[config.mk]
export PLATFORM = sky130hd
export DESIGN_NAME = bus_arbiter4
export DESIGN_NICKNAME = d
export VERILOG_FILES = /design/src/rtl/bus_arbiter4_pkg.sv /design/src/rtl/bus_arbiter4_rr_pick4.sv /design/src/rtl/bus_arbiter4.sv
export SDC_FILE = /design/constraint.sdc
export NUM_CORES = 1
export LEC_CHECK = 0
export BUFFER_PORTS_ARGS = -buffer_cell sky130_fd_sc_hd__buf_2
export CORE_UTILIZATION = 62
export CTS_BUF_LIST = sky130_fd_sc_hd__clkbuf_8
export DETAILED_ROUTE_END_ITERATION = 8
export HOLD_SLACK_MARGIN = 0.05
export PLACE_DENSITY = 0.9
export SLEW_MARGIN = 15
export SYNTH_ARGS = -nofsm -noshare
export SYNTH_HDL_FRONTEND = slang
export SYNTH_SLANG_ARGS = --single-unit
[constraint.sdc]
create_clock -name clk -period 2.9 [get_ports clk]
set_input_delay 0.87 -clock clk [delete_from_list [all_inputs] [get_ports clk]]
set_output_delay 0.87 -clock clk [all_outputs]
set_load 0.005 [all_outputs]
[src/rtl/bus_arbiter4_pkg.sv]
// Shared definitions for the 4-way bus arbiter: requester count, index width,
// FSM state encoding and a small index-to-one-hot helper.
package bus_arbiter4_pkg;

    localparam int NUM_REQ = 4;
    localparam int IDX_W   = 2;

    typedef enum logic [1:0] {
        ST_IDLE  = 2'd0,
        ST_GRANT = 2'd1,
        ST_TURN  = 2'd2
    } arb_state_t;

    function automatic logic [NUM_REQ-1:0] idx_to_onehot(input logic [IDX_W-1:0] idx);
        logic [NUM_REQ-1:0] vec;
        vec      = '0;
        vec[idx] = 1'b1;
        return vec;
    endfunction

endpackage

[src/rtl/bus_arbiter4_rr_pick4.sv]
// Combinational round-robin picker: first set req bit scanning upward from ptr,
// wrapping modulo 4.
module rr_pick4
    import bus_arbiter4_pkg::*;
(
    input  logic [NUM_REQ-1:0] req,
    input  logic [IDX_W-1:0]   ptr,
    output logic               valid,
    output logic [IDX_W-1:0]   idx
);

    logic [IDX_W-1:0] cand;

    // Scan from the farthest candidate back toward ptr so the nearest one wins.
    always_comb begin
        valid = |req;
        idx   = ptr;
        cand  = ptr;
        for (int k = NUM_REQ - 1; k >= 0; k--) begin
            cand = ptr + IDX_W'(k);
            if (req[cand]) begin
                idx = cand;
            end
        end
    end

endmodule

[src/rtl/bus_arbiter4.sv]
// Four-requester round-robin bus arbiter with a per-tenure hold limit and a
// single turnaround cycle between tenures. sel feeds the shared mux4 directly.
module bus_arbiter4
    import bus_arbiter4_pkg::*;
#(
    parameter int MAX_HOLD  = 16,
    parameter int RESET_PTR = 0
) (
    input  logic               clk,
    input  logic               rst_n,
    input  logic [NUM_REQ-1:0] req,
    output logic [NUM_REQ-1:0] gnt,
    output logic [IDX_W-1:0]   sel,
    output logic               busy,
    output logic               hold_expired
);

    // state | meaning
    // IDLE  | no owner; arbitrate when any req is high
    // GRANT | owner in sel holds the bus; watch its req and the hold limit
    // TURN  | one dead cycle after a release; arbitrates like IDLE

    localparam int HOLD_W = (MAX_HOLD < 1) ? 1 : $clog2(MAX_HOLD + 1);
    localparam logic [HOLD_W-1:0] HOLD_LAST = (MAX_HOLD < 1) ? '0 : HOLD_W'(MAX_HOLD - 1);
    localparam logic [IDX_W-1:0]  RST_IDX   = IDX_W'(RESET_PTR);

    arb_state_t         state, state_next;
    logic [IDX_W-1:0]   ptr, ptr_next;
    logic [HOLD_W-1:0]  hold_cnt, hold_cnt_next;
    logic               armed, armed_next;
    logic [NUM_REQ-1:0] gnt_next;
    logic [IDX_W-1:0]   sel_next;
    logic               busy_next;
    logic               hold_expired_next;
    logic               pick_valid;
    logic [IDX_W-1:0]   pick_idx;

    rr_pick4 u_pick (
        .req   (req),
        .ptr   (ptr),
        .valid (pick_valid),
        .idx   (pick_idx)
    );

    // armed stays low for the first edge after reset so no grant lands there.
    always_comb begin
        state_next        = state;
        ptr_next          = ptr;
        hold_cnt_next     = hold_cnt;
        armed_next        = 1'b1;
        gnt_next          = gnt;
        sel_next          = sel;
        busy_next         = busy;
        hold_expired_next = 1'b0;

        case (state)
            ST_IDLE, ST_TURN: begin
                state_next = ST_IDLE;
                gnt_next   = '0;
                busy_next  = 1'b0;
                if (armed && pick_valid) begin
                    state_next    = ST_GRANT;
                    gnt_next      = idx_to_onehot(pick_idx);
                    sel_next      = pick_idx;
                    busy_next     = 1'b1;
                    hold_cnt_next = '0;
                end
            end
            ST_GRANT: begin
                if (!req[sel]) begin
                    state_next = ST_TURN;
                    gnt_next   = '0;
                    busy_next  = 1'b0;
                    ptr_next   = sel + IDX_W'(1);
                end else if ((MAX_HOLD != 0) && (hold_cnt == HOLD_LAST)) begin
                    state_next        = ST_TURN;
                    gnt_next          = '0;
                    busy_next         = 1'b0;
                    ptr_next          = sel + IDX_W'(1);
                    hold_expired_next = 1'b1;
                end else if (hold_cnt != '1) begin
                    hold_cnt_next = hold_cnt + HOLD_W'(1);
                end
            end
            default: begin
                state_next = ST_IDLE;
                gnt_next   = '0;
                busy_next  = 1'b0;
            end
        endcase
    end

    always_ff @(posedge clk) begin
        if (!rst_n) begin
            state        <= ST_IDLE;
            ptr          <= RST_IDX;
            hold_cnt     <= '0;
            armed        <= 1'b0;
            gnt          <= '0;
            sel          <= RST_IDX;
            busy         <= 1'b0;
            hold_expired <= 1'b0;
        end else begin
            state        <= state_next;
            ptr          <= ptr_next;
            hold_cnt     <= hold_cnt_next;
            armed        <= armed_next;
            gnt          <= gnt_next;
            sel          <= sel_next;
            busy         <= busy_next;
            hold_expired <= hold_expired_next;
        end
    end

endmodule

==> impl_metrics.env, run 1 <==
export IMPL_grt_max_degree=12
export IMPL_gr_total_overflow=0
export IMPL_min_period_ns=2.20
export IMPL_wl_per_cell_um=14.8
export IMPL_power_frac_seq=0.480
export IMPL_post_cts_buffers=0
export IMPL_crit_fanout=8
export IMPL_min_path_type="flop to flop"
export IMPL_nets=124
export IMPL_crit_required_ns=3.05
export IMPL_cts_max_level=1
export IMPL_drt_total_wl_um=1910
export IMPL_max_freq_ghz=0.455
export IMPL_drt_first_iter_violations=28
export IMPL_synthTopCellsByArea="dfxtp_1, nand2_1, a21oi_1, ha_1, nor2_1"
export IMPL_avgSynthCellArea_um2=9.18
export IMPL_maxCapViolCount=0
export IMPL_grt_pass1_wl_um=2980
export IMPL_synthFlopType="dfxtp_1"
export IMPL_status="finished clean"
export IMPL_cts_buffers=3
export IMPL_cp_start_kind="flop"
export IMPL_synth_top_area_share=0.392
export IMPL_rsz0062_at_grt="no"
export IMPL_ys_types=35
export IMPL_power_density_nw_per_um2=541
export IMPL_drtPass1Iterations=4
export IMPL_clk_pin_slew_ns=0.07
export IMPL_yosysSeqAreaShare=0.392
export IMPL_async_reset_ff_frac=0
export IMPL_hold_viol=0
export IMPL_core_um2=1330
export IMPL_syn_inst=100
export IMPL_fin_crit_sh=0.757
export IMPL_finalMaxSlewViolations=0
export IMPL_leakage_nw=0.440
export IMPL_final_cell_mix="dfxtp_1, buf_2, nand2_1"
export IMPL_area_delta_synth_final_pct=13.1
export IMPL_power_internal_mw=0.416
export IMPL_critPathCaptureType="flop"
export IMPL_cts_sinks=18
export IMPL_drive_gt1_frac=0.246
export IMPL_setup_viol=0
export IMPL_final_util=0.779
export IMPL_dp_hpwl_um=1340
export IMPL_synth_warnings=0
export IMPL_cts_hold_fix_buffers=0
export IMPL_gp_congestion=0.785
export IMPL_grt_pass1_vias=650
export IMPL_ios=14
export IMPL_antenna_cells=0
export IMPL_synth_net_count=109
export IMPL_pwr_share_comb=0.154
export IMPL_die_w_um=40.5
export IMPL_critPathKind="flop to flop"
export IMPL_clockRootBuffer="clkbuf_8"
export IMPL_finClkSkew_ns=0.00319
export IMPL_initial_core_util=0.689
export IMPL_ant_nets=0
export IMPL_final_common_cell="dfxtp_1"
export IMPL_syn_area_um2=918
export IMPL_grt_antenna_before_repair=0
export IMPL_ys_ff_latch=18
export IMPL_slew_headroom=0.501
export IMPL_p_sw_frac=0.259
export IMPL_clk_latency_ns=0.25
export IMPL_portBuffers=13
export IMPL_grt_usage=0.287
export IMPL_clockBufferDepth=2
export IMPL_switchingPower_mw=0.145
export IMPL_die_area_um2=1640
export IMPL_fp_dieH_um=40.5
export IMPL_cp_arrival_ns=2.35
export IMPL_synth_top_cell_by_area="dfxtp_1"
export IMPL_vdd_drop_max_uv=413
export IMPL_r2r_setup_slack_ns=0.70
export IMPL_drc=0
export IMPL_fin_tns_setup_ns=0
export IMPL_vias_per_cell=5.94
export IMPL_rows=13
export IMPL_clkPwrFrac=0.366
export IMPL_ctsResizeCount=0
export IMPL_synth_edf_count=0
export IMPL_num_vias=766
export IMPL_cts_tree="yes"
export IMPL_worst_pin_slew_ns=0.739
==> cells in the mapped netlist, drive strengths merged, types with 3 or more instances <==
| cell | count |
|---|---|
| dfxtp | 18 |
| nand2 | 12 |
| nor2 | 10 |
| a21oi | 8 |
| inv | 4 |
| ha | 3 |
| nand3b | 3 |
| nor2b | 3 |
| nor3 | 3 |
| o21ai | 3 |
==> kinds of logic after synthesis <==
kind of cell,Yosys count,synth area share
AO/OA/AOI/OAI,24,0.208
buffers and inverters,7,0.0368
adder cells (fa/ha/maj),3,0.0409
flip-flops,18,0.392
AND/OR/NAND/NOR,43,0.259
multiplexers,3,0.0436
XOR/XNOR,2,0.0191
==> final timing paths <==
path | from | to | cells after the start
worst max-delay path | hold_cnt[0] | hold_cnt[0] | 8
worst min-delay path | gnt[2] | gnt[2] | 2
worst max register to register | hold_cnt[0] | hold_cnt[0] | 8
worst min register to register | gnt[2] | gnt[2] | 2
==> power groups by stage <==
stage	combinational (mW)	sequential, mW	clock (mW)
after floorplan	0.0632	0.273	0
after global placement	0.0814	0.274	0
after detailed placement	0.0840	0.274	0
after CTS	0.0853	0.269	0.208
after global routing	0.0945	0.271	0.220
final	0.0863	0.270	0.205
==> through the flow <==
stage	hold WS (ns)	setup WS [ns]	instance area [µm²]	instances	power, mW
finish	0.457	0.704	1040	129	0.561
global route	0.471	0.580	1040	129	0.586
CTS	0.459	0.718	1040	129	0.562
detailed placement	0.448	0.612	983	125	0.358
global placement	0.440	0.678	983	125	0.355
floorplan	0.448	0.817	918	100	0.336
==> area by class of cell <==
type / instances / area, µm²
Sequential cell: 18 / 360
Timing Repair Buffer: 13 / 65.1
Clock buffer: 4 / 55.1
Tap cell: 15 / 18.8
Multi-Input combinational cell: 75 / 524
Inverter: 4 / 15.0
Fill cell: 92 / 295
==> worst max-delay path, stage by stage, from the launching register on <==
cell and delay (ns):
dfxtp_1 0.40, ha_1 0.19, and3_1 0.18, ha_1 0.20
and2b_2 0.26, a221oi_4 0.41, a21o_4 0.18, nor4_1 0.05
a31o_2 0.22
==> routing by layer <==
layer  share of wire  vias up  GRT usage  wire length [µm]
met5               0        -          0                 0
met4          0.0063        0      0.125                12
met3           0.038        2     0.0500                72
met2            0.50       23      0.464               952
met1            0.46      354      0.371               873
li1                -      387          -                 -
==> state kept, by name (all words and copies together), names as in the netlist <==
register	cells
sel	2
busy	1
state	2
hold_expired	1
hold_cnt	5
armed	1
ptr	2
gnt	4
No activity file was read; power rests on OpenSTA's default activity.
==> inputs of run 2 (changes only) <==
- CORE_ASPECT_RATIO: unset -> 1.2
- CORE_UTILIZATION: 62 -> 57
- PLACE_DENSITY: 0.9 -> 0.84
- clock period: 2.9 -> 2.3 ns (I/O delays scaled with it)
==> run 2 against run 1 <==
Effect of this change:
- sequential power increased by 25%
- sequential share of layout area decreased by 0.33 points
- cell area increased by 0.96%
- setup slack got worse by 0.54 ns
- combinational power increased by 25%
- non-clock buffer count increased by 1
- clock-buffer cell count unchanged
- clock skew increased by 0.0015 ns
- critical path type unchanged
- largest cell class unchanged
- largest power group unchanged
- highest routed layer unchanged
==> impl_metrics.env, run 2 (synthesis results as in run 1) <==
export IMPL_drtPass1Iterations=4
export IMPL_place_area_um2=993
export IMPL_dpl_worst_slack_ns=0.184
export IMPL_grt_pass1_wl_um=2670
export IMPL_seqCellArea_um2=360
export IMPL_cts_max_level=1
export IMPL_min_period_ns=2.13
export IMPL_holdWs_ns=0.449
export IMPL_area_delta_synth_final_pct=14.2
export IMPL_p_sw_frac=0.246
export IMPL_clockRootBuffer="clkbuf_8"
export IMPL_hold_viol=0
export IMPL_nets=125
export IMPL_max_freq_ghz=0.469
export IMPL_dp_cells=128
export IMPL_cts_hold_fix_buffers=0
export IMPL_grt_usage=0.218
export IMPL_crit_fanout=8
export IMPL_dr_max_layer_used="met4"
export IMPL_clockBufferDepth=2
export IMPL_post_cts_buffers=0
export IMPL_drc=0
export IMPL_dr_wl_met2_um=748
export IMPL_fin_crit_sh=0.927
export IMPL_core_um2=1460
export IMPL_antenna_cells=0
export IMPL_setup_viol=0
export IMPL_grt_max_degree=12
export IMPL_cts_sinks=18
export IMPL_cts_buffers=3
export IMPL_dp_hpwl_um=1210
export IMPL_rows=15
export IMPL_maxCapViolCount=0
export IMPL_critPathCaptureType="flop"
export IMPL_cts_tree="yes"
export IMPL_status="finished clean"
export IMPL_regMostFlops="hold_cnt"
export IMPL_initial_core_util=0.627
export IMPL_reg_top3="hold_cnt (5), gnt (4)"
export IMPL_instances_no_fill=132
export IMPL_slew_headroom=0.716
export IMPL_fin_tns_setup_ns=0
export IMPL_leakage_nw=0.445
export IMPL_worst_pin_slew_ns=0.425
export IMPL_drt_first_iter_violations=6
export IMPL_stdcell_area_um2=1050
export IMPL_ant_nets=0
export IMPL_grt_antenna_before_repair=0
export IMPL_power_internal_mw=0.527
export IMPL_met3_length_um=64
export IMPL_die_w_um=38.6
export IMPL_fin_ws_ns=0.167
export IMPL_vdd_drop_max_uv=602
export IMPL_ios=14
export IMPL_drive_gt1_frac=0.252
export IMPL_finalMaxSlewViolations=0
export IMPL_rsz0062_at_grt="no"
export IMPL_power_frac_seq=0.484
export IMPL_num_vias=757
export IMPL_crit_required_ns=2.45
export IMPL_wl_per_cell_um=12.5
export IMPL_grt_pass1_vias=628
export IMPL_fillers=115
export IMPL_final_cell_mix="dfxtp_1, buf_2, nand2_1"
export IMPL_switchingPower_mw=0.172
export IMPL_vias_per_cell=5.73
export IMPL_cp_start_kind="flop"
export IMPL_power_mw=0.700
export IMPL_gr_total_overflow=0
export IMPL_largest_reg_flops=5
export IMPL_clk_pin_slew_ns=0.07
export IMPL_multi_input_area_um2=524
export IMPL_power_density_nw_per_um2=667
export IMPL_gp_congestion=0.743
export IMPL_drt_total_wl_um=1650
export IMPL_critPathKind="flop to flop"
export IMPL_finClkSkew_ns=0.00469
export IMPL_portBuffers=13
export IMPL_pwr_share_comb=0.155
export IMPL_final_util=0.716
export IMPL_clk_latency_ns=0.25
export IMPL_ctsResizeCount=0
export IMPL_fp_dieH_um=46.0
export IMPL_cp_arrival_ns=2.28
export IMPL_min_path_type="flop to flop"
export IMPL_clkPwrFrac=0.361
export IMPL_die_area_um2=1780
export IMPL_final_common_cell="dfxtp_1"
export IMPL_r2r_setup_slack_ns=0.17
export IMPL_wl_met1_um=801
-- run 2: worst max-delay path, stage by stage (launching register included) --
cell and delay, ns:
dfxtp_1 0.37, ha_1 0.18, and3_1 0.18, ha_1 0.18
and2b_2 0.26, a221oi_4 0.41, a21o_4 0.18, nor4_1 0.05
a31o_2 0.22
-- run 2: area by class of cell --
| class | count | share of cell area |
|---|---|---|
| timing repair buffer | 14 | 0.0692 |
| inverter | 4 | 0.0143 |
| sequential | 18 | 0.344 |
| clock buffer | 4 | 0.0525 |
| multi-input combinational | 75 | 0.500 |
| tap | 17 | 0.0203 |
-- run 2: power groups by stage --
stage / registers [mW] / clock network (mW) / logic [mW]
2_1_floorplan: 0.344 / 0 / 0.0797
3_3_place_gp: 0.345 / 0 / 0.106
3_5_place_dp: 0.345 / 0 / 0.108
4_1_cts: 0.338 / 0.261 / 0.109
5_1_grt: 0.340 / 0.276 / 0.120
6_report: 0.338 / 0.253 / 0.108
-- run 2: layer usage --
| metal | GRT usage | vias up |
|---|---|---|
| li1 | - | 384 |
| met1 | 0.284 | 348 |
| met2 | 0.330 | 18 |
| met3 | 0.0588 | 7 |
| met4 | 0.103 | 0 |
| met5 | 0 | - |
-- run 2: path summary, 6_finish.rpt --
kind	startpoint	to	cells after the start
max	hold_cnt[0]	hold_cnt[0]	8
min	gnt[1]	gnt[1]	2
max reg2reg	hold_cnt[0]	hold_cnt[0]	8
min reg2reg	gnt[1]	gnt[1]	2
